File: config.mk
export PLATFORM = sky130hd
export DESIGN_NAME = uart_rx_top
export DESIGN_NICKNAME = d
export VERILOG_FILES = /design/src/rtl/uart_rx_top.sv
export SDC_FILE = /design/constraint.sdc
export NUM_CORES = 1
export LEC_CHECK = 0
export CORE_MARGIN = 4
export CORE_UTILIZATION = 30
export CTS_CLUSTER_DIAMETER = 60
export DETAILED_ROUTE_END_ITERATION = 10
export GPL_TIMING_DRIVEN = 0
export PLACE_DENSITY = 0.59
export SLEW_MARGIN = 5
export SYNTH_ARGS = -nofsm -noshare
export SYNTH_HDL_FRONTEND = slang
export SYNTH_SLANG_ARGS = --single-unit
File: constraint.sdc
create_clock -name clk -period 2.3 [get_ports clk]
set_input_delay 0.46 -clock clk [delete_from_list [all_inputs] [get_ports clk]]
set_output_delay 0.46 -clock clk [all_outputs]
set_load 0.05 [all_outputs]
File: src/rtl/uart_rx_top.sv
// UART receiver: oversampled start detection, 3-sample majority vote per bit, optional parity, stop check.
// Optional build macro UART_RX_SYNC_EN adds a 2-flop input synchronizer (+2 cycles on every latency).
module uart_rx_top #(
  parameter int OVERSAMPLE = 8
) (
  input  logic       clk,
  input  logic       rst,
  input  logic       rx_in,
  input  logic       parity_en,
  input  logic       parity_type,
  output logic [7:0] data,
  output logic       data_valid,
  output logic       parity_error,
  output logic       stop_error,
  output logic       busy
);

  localparam int M    = OVERSAMPLE / 2;
  localparam int TC_W = $clog2(OVERSAMPLE);
  localparam logic [TC_W-1:0] TC_S0   = TC_W'(M - 1);
  localparam logic [TC_W-1:0] TC_S1   = TC_W'(M);
  localparam logic [TC_W-1:0] TC_DEC  = TC_W'(M + 1);
  localparam logic [TC_W-1:0] TC_LAST = TC_W'(OVERSAMPLE - 1);

  typedef enum logic [2:0] {IDLE, START, DATA, PARITY, STOP} state_t;

  state_t          state_q, state_d;
  logic [TC_W-1:0] tc_q;
  logic [2:0]      bit_idx_q;
  logic [7:0]      shift_q;
  logic            s0_q, s1_q;
  logic            par_en_q, par_type_q, par_err_q;
  logic            rx_s;
  logic            at_dec, at_wrap, vote;
  logic            valid_d, perr_d, serr_d;

  function automatic logic maj3(input logic a, input logic b, input logic c);
    return (a & b) | (a & c) | (b & c);
  endfunction

  function automatic logic parity_bit(input logic [7:0] byte_v, input logic even);
    return even ? ^byte_v : ~^byte_v;
  endfunction

`ifdef UART_RX_SYNC_EN
  logic rx_p0, rx_p1;

  // synchronizer stages; idle-high reset so no false start after reset
  always_ff @(posedge clk) begin
    if (rst) begin
      rx_p0 <= 1'b1;
      rx_p1 <= 1'b1;
    end else begin
      rx_p0 <= rx_in;
      rx_p1 <= rx_p0;
    end
  end

  assign rx_s = rx_p1;
`else
  assign rx_s = rx_in;
`endif

  assign at_dec  = (tc_q == TC_DEC);
  assign at_wrap = (tc_q == TC_LAST);
  assign vote    = maj3(s0_q, s1_q, rx_s);
  assign busy    = (state_q != IDLE);

  always_comb begin
    state_d = state_q;
    valid_d = 1'b0;
    perr_d  = 1'b0;
    serr_d  = 1'b0;
    case (state_q)
      IDLE:   if (!rx_s) state_d = START;
      START: begin
        if (at_dec && vote) state_d = IDLE;
        else if (at_wrap)   state_d = DATA;
      end
      DATA:   if (at_wrap && bit_idx_q == 3'd7) state_d = par_en_q ? PARITY : STOP;
      PARITY: if (at_wrap) state_d = STOP;
      STOP: begin
        // leave at the decision tick, not the wrap, so a following start bit is not missed
        if (at_dec) begin
          state_d = IDLE;
          if (!vote)          serr_d  = 1'b1;
          else if (par_err_q) perr_d  = 1'b1;
          else                valid_d = 1'b1;
        end
      end
      default: state_d = IDLE;
    endcase
  end

  always_ff @(posedge clk) begin
    if (rst) state_q <= IDLE;
    else     state_q <= state_d;
  end

  always_ff @(posedge clk) begin
    if (rst) begin
      tc_q         <= '0;
      bit_idx_q    <= '0;
      shift_q      <= '0;
      s0_q         <= 1'b1;
      s1_q         <= 1'b1;
      par_en_q     <= 1'b0;
      par_type_q   <= 1'b0;
      par_err_q    <= 1'b0;
      data         <= '0;
      data_valid   <= 1'b0;
      parity_error <= 1'b0;
      stop_error   <= 1'b0;
    end else begin
      data_valid   <= valid_d;
      parity_error <= perr_d;
      stop_error   <= serr_d;
      if (valid_d) data <= shift_q;

      if (state_q == IDLE || state_d == IDLE || at_wrap) tc_q <= '0;
      else                                               tc_q <= tc_q + TC_W'(1);

      if (tc_q == TC_S0) s0_q <= rx_s;
      if (tc_q == TC_S1) s1_q <= rx_s;

      // frame format is captured once at the start edge and held for the whole frame
      case (state_q)
        IDLE: begin
          if (!rx_s) begin
            par_en_q   <= parity_en;
            par_type_q <= parity_type;
            par_err_q  <= 1'b0;
            bit_idx_q  <= '0;
          end
        end
        DATA: begin
          if (at_dec)  shift_q   <= {vote, shift_q[7:1]};
          if (at_wrap) bit_idx_q <= bit_idx_q + 3'd1;
        end
        PARITY: if (at_dec) par_err_q <= (vote != parity_bit(shift_q, par_type_q));
        default: ;
      endcase
    end
  end

endmodule

## Word level (Yosys, flattened, before mapping)

Cells that the tools add are included.
W data, S select, Z words.

- Register bits after elaboration: 33
- Logic and storage cells: 76

- Muxes and demuxes: 21
- Bitwise logic cells: 9
- Equal/unequal tests: 13
- $add $sub $neg: 2
- Reductions and logical operators: 18

Operator list:

| operator | count |
|---|---|
| $mux W3 | 9 |
| $eq A3 B3 Y1 const B | 5 |
| $pmux W3 S5 | 1 |
| $eq A3 B2 Y1 const B | 3 |
| $mux W1 | 9 |
| $reduce_xnor A8 Y1 | 1 |
| $reduce_xor A8 Y1 | 1 |
| $add A3 B1 Y3 const B | 2 |
| $logic_not A3 Y1 | 2 |
| $ne A2 B2 Y1 const B | 3 |
| $pmux W3 S2 | 1 |
| $reduce_and A3 Y1 | 2 |
| $not A1 Y1 | 4 |
| $reduce_and A2 Y1 | 2 |
| $reduce_bool A2 Y1 | 2 |
| $reduce_or A4 Y1 | 1 |
| $and A1 B1 Y1 | 3 |
| $eq A3 B1 Y1 const B | 1 |
| $reduce_bool A3 Y1 | 1 |
| $reduce_or A3 Y1 | 1 |
| $logic_and A1 B1 Y1 | 2 |
| $logic_or A1 B1 Y1 | 2 |
| $or A1 B1 Y1 | 2 |
| $pmux W1 S2 | 1 |
| other kinds (2) | 2 |

## Depth between registers and ports, before layout

- Word-level depth: 10
- Depth in mapped cells: 9
- Mapped depth without buffers: 7

## Least setup slack after synthesis

No wires, ideal clock.

- Path kind: flip-flop to flip-flop
- Start point: reg state_q[0]
- End point: reg bit_idx_q[0]
- Period minus slack after synthesis: 1.765 ns
- Cell stages (with the launch flop): 8
- Path slack: 0.535 ns
- Data required time: 2.172 ns
- Arrival time: 1.638 ns
- Path through: dfxtp_1 buf_2 nor3_1 inv_1 nor2_1 nor2_1 a21oi_1 nor2_1

- Word-level cells in the longest chain between the ends: 3
- Elaborated cells on any way between the ends: 7
- Those cells by class: eq/ne (3); mux (1); reduce/logical (3)

Ends and longest elaborated chain:

| item | RTL line | source |
|---|---|---|
| from (decl) | 27 | `state_t state_q, state_d;` |
| from (signal assigned) | 97 | `else state_q <= state_d;` |
| $eq A3 B2 Y1 / $logic_not A3 Y1 (equally long branches) | 127 | `case (state_q)` |
| $ne A2 B2 Y1 (no line) / $reduce_bool A2 Y1 (equally long branches) | - |  |
| $reduce_and A3 Y1 (no line) | - |  |
| to (signal assigned) | 138 | `if (at_wrap) bit_idx_q <= bit_idx_q + 3'd1;` |
| to (decl) | 29 | `logic [2:0] bit_idx_q;` |

Several ways; a longest one is shown, not always the timed one.
A chain may end at the register's enable or synchronous reset.

## Final worst setup path

- Start point: reg state_q[0]
- End point: out busy

- Word-level cells in the longest chain between the ends: 1

Ends and longest elaborated chain:

| item | RTL line | source |
|---|---|---|
| $reduce_bool A3 Y1 | 67 | `assign busy = (state_q != IDLE);` |
| to (decl) | 15 | `output logic busy` |

Every way passes these cells.

==> reports/metrics.csv <==
stage,metric,value,unit
route,via_per_inst,4.54,
sta,fmax,475,MHz
floorplanning,rows,25,
route,vias,1134,
route,drtIter0Drc,45,
place,dp_hpwl,2040,µm
sta,finalHoldViolations,0,
grt,grt_pass1_wl,4860,µm
place,pre_cts_ws,-0.0974,ns
finish,drive_gt1_share,10.4,%
setup_path,worstRegToRegCells,8,
pwr,ir_drop,0.250,mV
synth,yosysSeqAreaShare,44.4,%
pwr,power_density,653,nW/µm²
clock_tree,numCtsBuffers,5,
floorplanning,initial_core_util,31.3,%
finish,layout_common_cells,"dfxtp_1, nor2_1, mux2i_1, clkdlybuf4s50_1, nand2_1",
setup_path,r2r-end,data[4]$_SDFFE_PP0P_,
floorplanning,core,4750,µm²
clock_tree,clk-insertion-delay-late,0.29,ns
clock_tree,cts_tree,done,
synth,yosys_warnings,0,
sta,fin_ws,0.195,ns
clock_tree,postCtsHoldBufs,0,
floorplanning,die_area,6150,µm²
finish,antenna_cells,0,
clock_tree,clkSinkCount,33,
clock_tree,clk_pin_slew,0.07,ns
finish,syn2layout_area_growth,24.8,%
setup_path,crit_path_start_kind,flip-flop,
sta,period_needed,2.11,ns
setup_path,crit_type,flip-flop to output port,
grt,met2_usage,15.8,%
sta,whs,0.442,ns
route,drc,0,
synth,synth_area_per_cell,9.36,µm²
setup_path,path_max_fanout,10,
grt,grt.busiest_layer,met2,
floorplanning,die_w,78.4,µm
grt,met3_usage,3.90,%
flow_run,max_cap_violations,0,
grt,grt_overflow,0,
place,post_dp_cell_area,1730,µm²
finish,final_common_cell,dfxtp_1,
sta,worstMarginPinSlew,0.504,ns
route,wl_per_cell,11.6,µm
pwr,leakage,0.809,nW
setup_path,crit_path_end_kind,output port,
hold_path,hold_path_class,flip-flop to flip-flop,
grt,grt_pass1_vias,1089,
setup_path,crit_path_end,busy,
setup_path,rr_startpoint,tc_q[0]$_SDFF_PP0_,
finish,final_cell_area,1860,µm²
grt,use_met1,12.6,%
grt,grt_antenna_before_repair,0,
setup_path,cp.required,1.84,ns
route,routed_wl,2890,µm
synth,synth_cells,159,
floorplanning,ios,17,
clock_tree,htreeDepth,2,
outcome,status,"complete, no violations",
finish,n_fill_cell,522,
place,numPortBuffers,16,
route,ant_nets,0,
floorplanning,die_h,78.4,µm
synth,yosys_register_bits,33,
sta,slew_headroom,66.3,%
finish,final_nets,194,
finish,final_util,39.1,%
sta,fin_crit_sh,91.5,%
sta,rsz0062_at_grt,false,
clock_tree,clk_path_buf_depth,2,
route,firstDrtPassIters,4,
sta,slew_violations,0,
place,gp_congestion,0.750,
synth,yosysUniqueCellTypes,33,
setup_path,reg2reg_slack,0.34,ns
synth,syn-cell-area,1490,µm²
sta,setup_viol,0,
setup_path,arrival,1.65,ns
clock_tree,cts_root_buffer,clkbuf_8,
grt,track_usage,10.3,%
setup_path,startpoint,state_q[0]$_SDFF_PP0_,
synth,syn-num-nets,171,
sta,skew,0.00396,ns
grt,grt_max_degree,11,
==> worst min-delay path by stage <==
stage	start	end	cells past startpoint
global route	par_err_q$_SDFFE_PP0P_	parity_error$_SDFF_PP0_	2
finish	par_err_q$_SDFFE_PP0P_	parity_error$_SDFF_PP0_	2
floorplan	par_err_q$_SDFFE_PP0P_	parity_error$_SDFF_PP0_	2
CTS	par_err_q$_SDFFE_PP0P_	parity_error$_SDFF_PP0_	2
global placement	par_err_q$_SDFFE_PP0P_	parity_error$_SDFF_PP0_	2
detailed placement	par_err_q$_SDFFE_PP0P_	parity_error$_SDFF_PP0_	2
==> worst max-delay path, stage by stage (launching register included) <==
cell and delay [ns]:
dfxtp_1 0.29, buf_2 0.17, nor3_2 0.35, inv_1 0.10
dlygate4sd2_1 0.44
==> timing repair <==
action / in CTS / in global routing
gates resized for setup: 2 / 1
setup buffers: 0 / 0
setup endpoints to repair: 1 / 2
==> sequential cells by signal (all words and copies together), names as in the netlist <==
register      cells
tc_q              3
stop_error        1
parity_error      1
shift_q           8
state_q           3
data              8
par_type_q        1
par_err_q         1
bit_idx_q         3
s0_q              1
par_en_q          1
s1_q              1
data_valid        1
==> per-stage QoR <==
| stage | setup TNS (ns) | cells | power, mW |
|---|---|---|---|
| 2_1_floorplan | 0 | 159 | 0.635 |
| 3_3_place_gp | -0.681 | 242 | 0.659 |
| 3_5_place_dp | -0.720 | 242 | 0.659 |
| 4_1_cts | 0 | 250 | 1.23 |
| 5_1_grt | 0 | 250 | 1.26 |
| 6_report | 0 | 250 | 1.21 |
==> layout make-up <==
type | instances | area (µm²) | area share (%)
repair buffers | 16 | 159 | 8.56
well taps | 67 | 83.8 | 4.51
multi-input cells | 113 | 771 | 41.5
clock inverters | 1 | 30.0 | 1.62
clock buffers | 7 | 86.3 | 4.65
flip-flops and latches | 33 | 661 | 35.6
inverters | 5 | 18.8 | 1.01
plain buffers | 8 | 47.5 | 2.56
==> per-layer routing <==
| layer | vias up | part of all wire (%) |
|---|---|---|
| met3 | 7 | 3.6 |
| met2 | 15 | 45 |
| met4 | 0 | 2.0 |
| met1 | 524 | 49 |
| met5 | - | 0 |
| li1 | 588 | - |
==> cells by family (layout without fill, tap and decap cells) <==
group	after synthesis	after routing	synth area share, %
adder cells (fa/ha/maj)	8	8	6.64
AO/OA/AOI/OAI	18	18	8.24
multiplexers	16	16	10.8
buffers and inverters	13	37	4.46
XOR/XNOR	8	8	5.63
flip-flops	33	33	44.4
AND/OR/NAND/NOR	63	63	19.8
==> power breakdown <==
group | switching, mW | total [mW] | internal (mW)
combinational | 0.0418 | 0.0669 | 0.0251
sequential | 0.00302 | 0.579 | 0.576
clock | 0.213 | 0.566 | 0.353
total | 0.258 | 1.21 | 0.954
==> synthesized netlist by cell type, drive strengths merged <==
master / number / area share (%)
clkbuf: 4 / 1.0
ha: 7 / 5.9
o32a: 1 / 0.76
or2: 1 / 0.42
xnor2: 6 / 3.5
nor2b: 3 / 1.3
o211a: 1 / 0.67
a32oi: 2 / 1.2
xor2: 1 / 0.59
a211o: 1 / 0.59
nand2: 11 / 2.8
nor4b: 1 / 1.0
buf: 4 / 2.2
xnor3: 1 / 1.5
or3: 3 / 1.6
o21ai: 3 / 1.0
a21oi: 7 / 2.4
nand3: 7 / 2.4
a21boi: 1 / 0.50
inv: 5 / 1.3
nor2: 29 / 7.3
nor4: 2 / 0.84
and2: 1 / 0.42
a22oi: 1 / 0.50
nor3: 3 / 1.0
maj3: 1 / 0.76
mux2i: 16 / 11
a311o: 1 / 0.67
dfxtp: 33 / 44
nand2b: 2 / 0.84
(Power assumes the default switching activity.)
